==> src/rtl/rle_encoder.sv <==
// Three-channel run-length encoder: packs runs of equal 8-bit pixels into
// {count,value} codes per row, one independent encoder per colour channel.
module rle_channel #(
  parameter int COLS = 128,
  parameter int ROWS = 128
) (
  input  logic        clk,
  input  logic        rst,
  input  logic        i_pix_valid,
  input  logic [7:0]  i_pix,
  input  logic        i_full,
  output logic        o_ready,
  output logic [15:0] o_code,
  output logic        o_code_valid,
  output logic        o_nr,
  output logic        o_done
);

  typedef enum logic {ACCUM, FLUSH} state_t;

  localparam logic [7:0] LAST_COL = 8'(COLS - 1);
  localparam logic [8:0] ROWS_N   = 9'(ROWS);

  state_t      r_state;
  logic [7:0]  r_cur, r_cnt, r_col, r_pend;
  logic [8:0]  r_row;
  logic [15:0] r_code;
  logic        r_vld, r_nr, r_done;

  state_t      w_state_n;
  logic [7:0]  w_cur_n, w_cnt_n, w_col_n, w_pend_n;
  logic [8:0]  w_row_n;
  logic        w_free, w_take, w_emit, w_emit_nr, w_consume;
  logic [15:0] w_emit_code;

  assign w_free    = !r_vld || !i_full;
  assign o_ready   = !r_done && (r_state == ACCUM) && w_free;
  assign w_take    = i_pix_valid && o_ready;
  assign w_consume = r_vld && !i_full;

  always_comb begin
    w_state_n   = r_state;
    w_cur_n     = r_cur;
    w_cnt_n     = r_cnt;
    w_col_n     = r_col;
    w_row_n     = r_row;
    w_pend_n    = r_pend;
    w_emit      = 1'b0;
    w_emit_code = 16'h0000;
    w_emit_nr   = 1'b0;
    if (r_state == FLUSH) begin
      if (w_free) begin
        w_emit      = 1'b1;
        w_emit_code = {8'd1, r_pend};
        w_emit_nr   = 1'b1;
        w_cnt_n     = 8'd0;
        w_col_n     = 8'd0;
        w_row_n     = r_row + 9'd1;
        w_state_n   = ACCUM;
      end
    end else if (w_take) begin
      if (r_col != LAST_COL) begin
        w_col_n = r_col + 8'd1;
        if (r_cnt == 8'd0) begin
          w_cur_n = i_pix;
          w_cnt_n = 8'd1;
        end else if (i_pix == r_cur && r_cnt != 8'hFF) begin
          w_cnt_n = r_cnt + 8'd1;
        end else begin
          w_emit      = 1'b1;
          w_emit_code = {r_cnt, r_cur};
          w_cur_n     = i_pix;
          w_cnt_n     = 8'd1;
        end
      end else if (r_cnt == 8'd0) begin
        w_emit      = 1'b1;
        w_emit_code = {8'd1, i_pix};
        w_emit_nr   = 1'b1;
        w_cur_n     = i_pix;
        w_col_n     = 8'd0;
        w_row_n     = r_row + 9'd1;
      end else if (i_pix == r_cur && r_cnt != 8'hFF) begin
        w_emit      = 1'b1;
        w_emit_code = {r_cnt + 8'd1, r_cur};
        w_emit_nr   = 1'b1;
        w_cnt_n     = 8'd0;
        w_col_n     = 8'd0;
        w_row_n     = r_row + 9'd1;
      end else begin
        // Row ends on a run break: close the open run now, last pixel next cycle
        w_emit      = 1'b1;
        w_emit_code = {r_cnt, r_cur};
        w_pend_n    = i_pix;
        w_state_n   = FLUSH;
      end
    end
  end

  always_ff @(posedge clk or negedge rst) begin
    if (!rst) begin
      r_state <= ACCUM;
      r_cur   <= 8'd0;
      r_cnt   <= 8'd0;
      r_col   <= 8'd0;
      r_row   <= 9'd0;
      r_pend  <= 8'd0;
      r_code  <= 16'h0000;
      r_vld   <= 1'b0;
      r_nr    <= 1'b0;
      r_done  <= 1'b0;
    end else begin
      r_state <= w_state_n;
      r_cur   <= w_cur_n;
      r_cnt   <= w_cnt_n;
      r_col   <= w_col_n;
      r_row   <= w_row_n;
      r_pend  <= w_pend_n;
      if (w_emit) begin
        r_code <= w_emit_code;
        r_nr   <= w_emit_nr;
        r_vld  <= 1'b1;
      end else if (w_consume) begin
        r_vld <= 1'b0;
        r_nr  <= 1'b0;
      end
      // row already reads ROWS once the final row's last code was loaded
      if (w_consume && r_nr && r_row == ROWS_N) r_done <= 1'b1;
    end
  end

  assign o_code       = r_code;
  assign o_code_valid = r_vld;
  assign o_nr         = r_nr;
  assign o_done       = r_done;

endmodule

module rle_encoder #(
  parameter int COLS = 128,
  parameter int ROWS = 128
) (
  input  logic        clk,
  input  logic        rst,
  input  logic [2:0]  pix_valid,
  input  logic [7:0]  R,
  input  logic [7:0]  G,
  input  logic [7:0]  B,
  output logic [2:0]  ready,
  input  logic [2:0]  full,
  output logic [15:0] R_code,
  output logic [15:0] G_code,
  output logic [15:0] B_code,
  output logic [2:0]  code_valid,
  output logic [2:0]  NR,
  output logic [2:0]  done
);

  rle_channel #(.COLS(COLS), .ROWS(ROWS)) u_r (
    .clk(clk), .rst(rst), .i_pix_valid(pix_valid[0]), .i_pix(R), .i_full(full[0]),
    .o_ready(ready[0]), .o_code(R_code), .o_code_valid(code_valid[0]),
    .o_nr(NR[0]), .o_done(done[0])
  );

  rle_channel #(.COLS(COLS), .ROWS(ROWS)) u_g (
    .clk(clk), .rst(rst), .i_pix_valid(pix_valid[1]), .i_pix(G), .i_full(full[1]),
    .o_ready(ready[1]), .o_code(G_code), .o_code_valid(code_valid[1]),
    .o_nr(NR[1]), .o_done(done[1])
  );

  rle_channel #(.COLS(COLS), .ROWS(ROWS)) u_b (
    .clk(clk), .rst(rst), .i_pix_valid(pix_valid[2]), .i_pix(B), .i_full(full[2]),
    .o_ready(ready[2]), .o_code(B_code), .o_code_valid(code_valid[2]),
    .o_nr(NR[2]), .o_done(done[2])
  );

endmodule

==> config.mk <==
export PLATFORM = sky130hd
export DESIGN_NAME = rle_encoder
export DESIGN_NICKNAME = d
export VERILOG_FILES = /design/src/rtl/rle_encoder.sv
export SDC_FILE = /design/constraint.sdc
export NUM_CORES = 1
export LEC_CHECK = 0
export ABC_AREA = 0
export BUFFER_PORTS_ARGS = -buffer_cell sky130_fd_sc_hd__buf_2
export CORE_ASPECT_RATIO = 0.75
export CORE_MARGIN = 3
export CORE_UTILIZATION = 56
export CTS_BUF_LIST = sky130_fd_sc_hd__clkbuf_4 sky130_fd_sc_hd__clkbuf_8
export DETAILED_ROUTE_END_ITERATION = 10
export GPL_TIMING_DRIVEN = 1
export HOLD_SLACK_MARGIN = 0.05
export PLACE_DENSITY = 0.79
export SYNTH_ARGS = -nofsm -noshare
export SYNTH_HDL_FRONTEND = slang
export SYNTH_SLANG_ARGS = --single-unit
==> constraint.sdc <==
create_clock -name clk -period 2.45 [get_ports clk]
set_input_delay 0 -clock clk [delete_from_list [all_inputs] [get_ports clk]]
set_output_delay 0 -clock clk [all_outputs]
set_load 0.02 [all_outputs]
==> impl_metrics.tcl <==
set metrics [dict create \
    die-area_um2 18900 \
    cts_tree "done" \
    cpPeakStageDelay_ps 480 \
    port_buffers 91 \
    area_growth_pct 21.3 \
    nFillCells 1184 \
    finalHoldViolations 0 \
    start_util_pct 58.8 \
    synthDistinctLibCells 76 \
    worst_pin_slew_ps 827 \
    slew_viol_final 0 \
    via_per_inst 5.94 \
    drt_iter0_markers 741 \
    muxShareOfSynthArea_pct 6.84 \
    clockBufferDepth 2 \
    drcViolationCount 0 \
    synthesis.nets 995 \
    grt_max_degree 76 \
    yosysMostFrequentCell "dfrtp_1" \
    yosys.area.top_type_share_pct 47.3 \
    setup_viol 0 \
    synth-simple-area-share_pct 17.6 \
    fmax_mhz 421 \
    status "finished clean" \
    synthAdderAreaFrac_pct 2.71 \
    reg2reg_to "u_r.r_pend[7]" \
    rrSetupSlack_ps 80 \
    stdcell_count 1337 \
    routabilityCongestion 0.914 \
    r2r_cells 8 \
    cpLargestDelayFamily "simple AND/OR/NAND/NOR gates" \
    synth_compound_area_share_pct 16.8 \
    grt_pass1_wl_mm 38.3 \
    synth_warnings 0 \
    synthTopCellsByArea "dfrtp_1 47%, mux2_2 5.7%, nand2_1 4.2%" \
    clock-sinks 183 \
    total_power_mw 8.62 \
    clkLatencyLatePin_ps 470 \
    cp_cell_sequence "inv_1 > ha_1 > or4b_4 > or4_4 > nand2b_1 > buf_4 > nor3_4 > mux2_2" \
    crit_slowest_cell "or4b_4" \
    synth_common_cells "183 x dfrtp_1, 109 x nand2_1, 58 x o21ai_0" \
    grt_overflow 0 \
    avgSynthCellArea_um2 10.3 \
    post_dp_cell_area_um2 10800 \
    critPathKind "flop to flop" \
    cts-root-buf "clkbuf_8" \
    synth_top_area_cell "dfrtp_1" \
    routed-via-count 7948 \
    reg2reg_from "u_r.r_cnt[0]" \
    synth_edf_count 0 \
    power_per_cell_area_nw_per_um2 733 \
    place_inst 1267 \
    numCtsBuffers 17 \
    end_kind "flop" \
    ys_ff_latch 183 \
    drv_cap 0 \
    post-route-cell-area_um2 11800 \
    die_x_um 158 \
    clock_skew_ps 19.8 \
    drtPass1Iterations 5 \
    path_max_fanout 5 \
    wl_per_cell_um 17.4 \
    worst-path-buf-inv 2 \
    grt_use_total_pct 25.0 \
    drive_gt1_share_pct 26.7 \
    ys_seq_area_share_pct 47.3 \
    ant_nets 0 \
    die_h_um 120 \
    nets 1166 \
    grt_antenna_before_repair 1 \
    final_util_pct 71.4 \
    core-area_um2 16500 \
    synth_top_family_by_area "simple AND/OR/NAND/NOR gates" \
    synthFlopType "dfrtp_1" \
    rows 40 \
    rsz0062_at_grt "yes" \
    synth.cell_area_um2 9690 \
    synthArstFlopShare_pct 100 \
    hp-class "primary input to async pin" \
    cp_data_required_time_ps 2800 \
    peakVddDrop_v 0.000530 \
    fin_crit_sh_pct 96.9 \
    cp-start-kind "flop" \
    clkTransAtPathRegs_ps 90 \
    wl_mm 23.3 \
    slew-limit-headroom_pct 44.7 \
    hpwl_mm 15.8 \
    p_leak_nw 5.39 \
    synthCells 942 \
    grt_pass1_vias 7740 \
    htree_levels 4 \
    setup-tns-final_ps 0 \
    worstPathArrival_ps 2720 \
    period_minus_slack_ps 2370 \
    io-pin-count 92 \
    synth-xor-area-share_pct 5.33 \
]
[registers in the layout, summed over array words and instances (netlist names), 9 cells and up]
register,count
u_r.o_code,16
u_g.r_row,9
u_g.o_code,16
u_b.r_row,9
u_r.r_row,9
u_b.o_code,16
[power by group]
part | internal [mW] | switching (mW)
registers | 3.52 | 0.454
clock network | 1.44 | 1.12
logic | 0.943 | 1.14
total | 5.90 | 2.72
[layout make-up]
cell class / count / area (µm²) / area share, %
multi-input combinational: 690 / 4900 / 41.7
sequential: 183 / 4580 / 39.0
timing repair buffer: 200 / 1420 / 12.0
clock inverter: 14 / 268 / 2.28
tap: 210 / 263 / 2.24
clock buffer: 18 / 241 / 2.05
inverter: 21 / 78.8 / 0.671
antenna: 1 / 2.50 / 0.0213
[metrics by stage]
stage          setup WS (ps)  hold WS [ps]
6_report                77.1           123
4_1_cts                 7.72          71.1
3_3_place_gp            85.6          65.2
3_5_place_dp            29.8          68.9
5_1_grt                -70.4           137
2_1_floorplan           75.9          -296
[cells in the final DEF, fill, tap and decap left out, drive strengths merged, types with 6 or more instances in the layout]
master / count
xor2: 30
nor4: 15
a21boi: 9
and3: 20
a22oi: 6
nor2b: 12
nand3: 35
a21o: 11
a21oi: 42
nand4: 15
clkbuf: 19
dlygate4sd3: 30
inv: 23
a31oi: 16
or3: 7
nor3: 23
nor2: 38
a31o: 6
o21ai: 61
xnor2: 29
mux2: 50
a22o: 9
ha: 21
mux2i: 10
and2: 7
bufinv: 7
o21a: 6
nand2: 109
a221o: 26
nand2b: 12
buf: 169
dfrtp: 183
o31ai: 10
[what timing repair did]
item | in CTS | in global routing
hold endpoints to repair | 192 | 0
endpoints found under the setup margin | 0 | 126
hold buffers | 30 | 0
buffers inserted | 0 | 6
gates resized for setup | 0 | 28
[cells by family after synthesis]
group / Yosys count
AOI/OAI and AO/OA: 231
xor gates and xnor gates: 59
adders and majority gates: 21
buffers and inverters: 70
DFF: 183
muxes: 60
and+or+nand+nor: 318
[routing by layer]
layer  track usage [%]  up-vias  share of wire, %
met5                 0        -                 0
met2              37.3      268                45
met1              37.5     3876                48
met3              4.97       27               6.1
li1                  -     3777                 -
met4              6.02        0               1.2
[worst max path at each step]
stage | startpoint | end | slack (ps) | cells after the start
final | u_r.r_cnt[0] | u_r.r_pend[7] | 80 | 8
after global routing | u_r.r_cnt[1] | u_r.r_col[6] | -70 | 9
after CTS | u_g.r_cnt[0] | u_g.r_cnt[2] | 8 | 7
after detailed placement | u_g.r_cnt[0] | u_g.r_cnt[2] | 30 | 7
after global placement | u_g.r_cnt[0] | u_g.r_cnt[2] | 90 | 7
after floorplan | u_b.r_cnt[0] | u_b.r_pend[0] | 80 | 9
No activity file was read; power rests on OpenSTA's default activity.
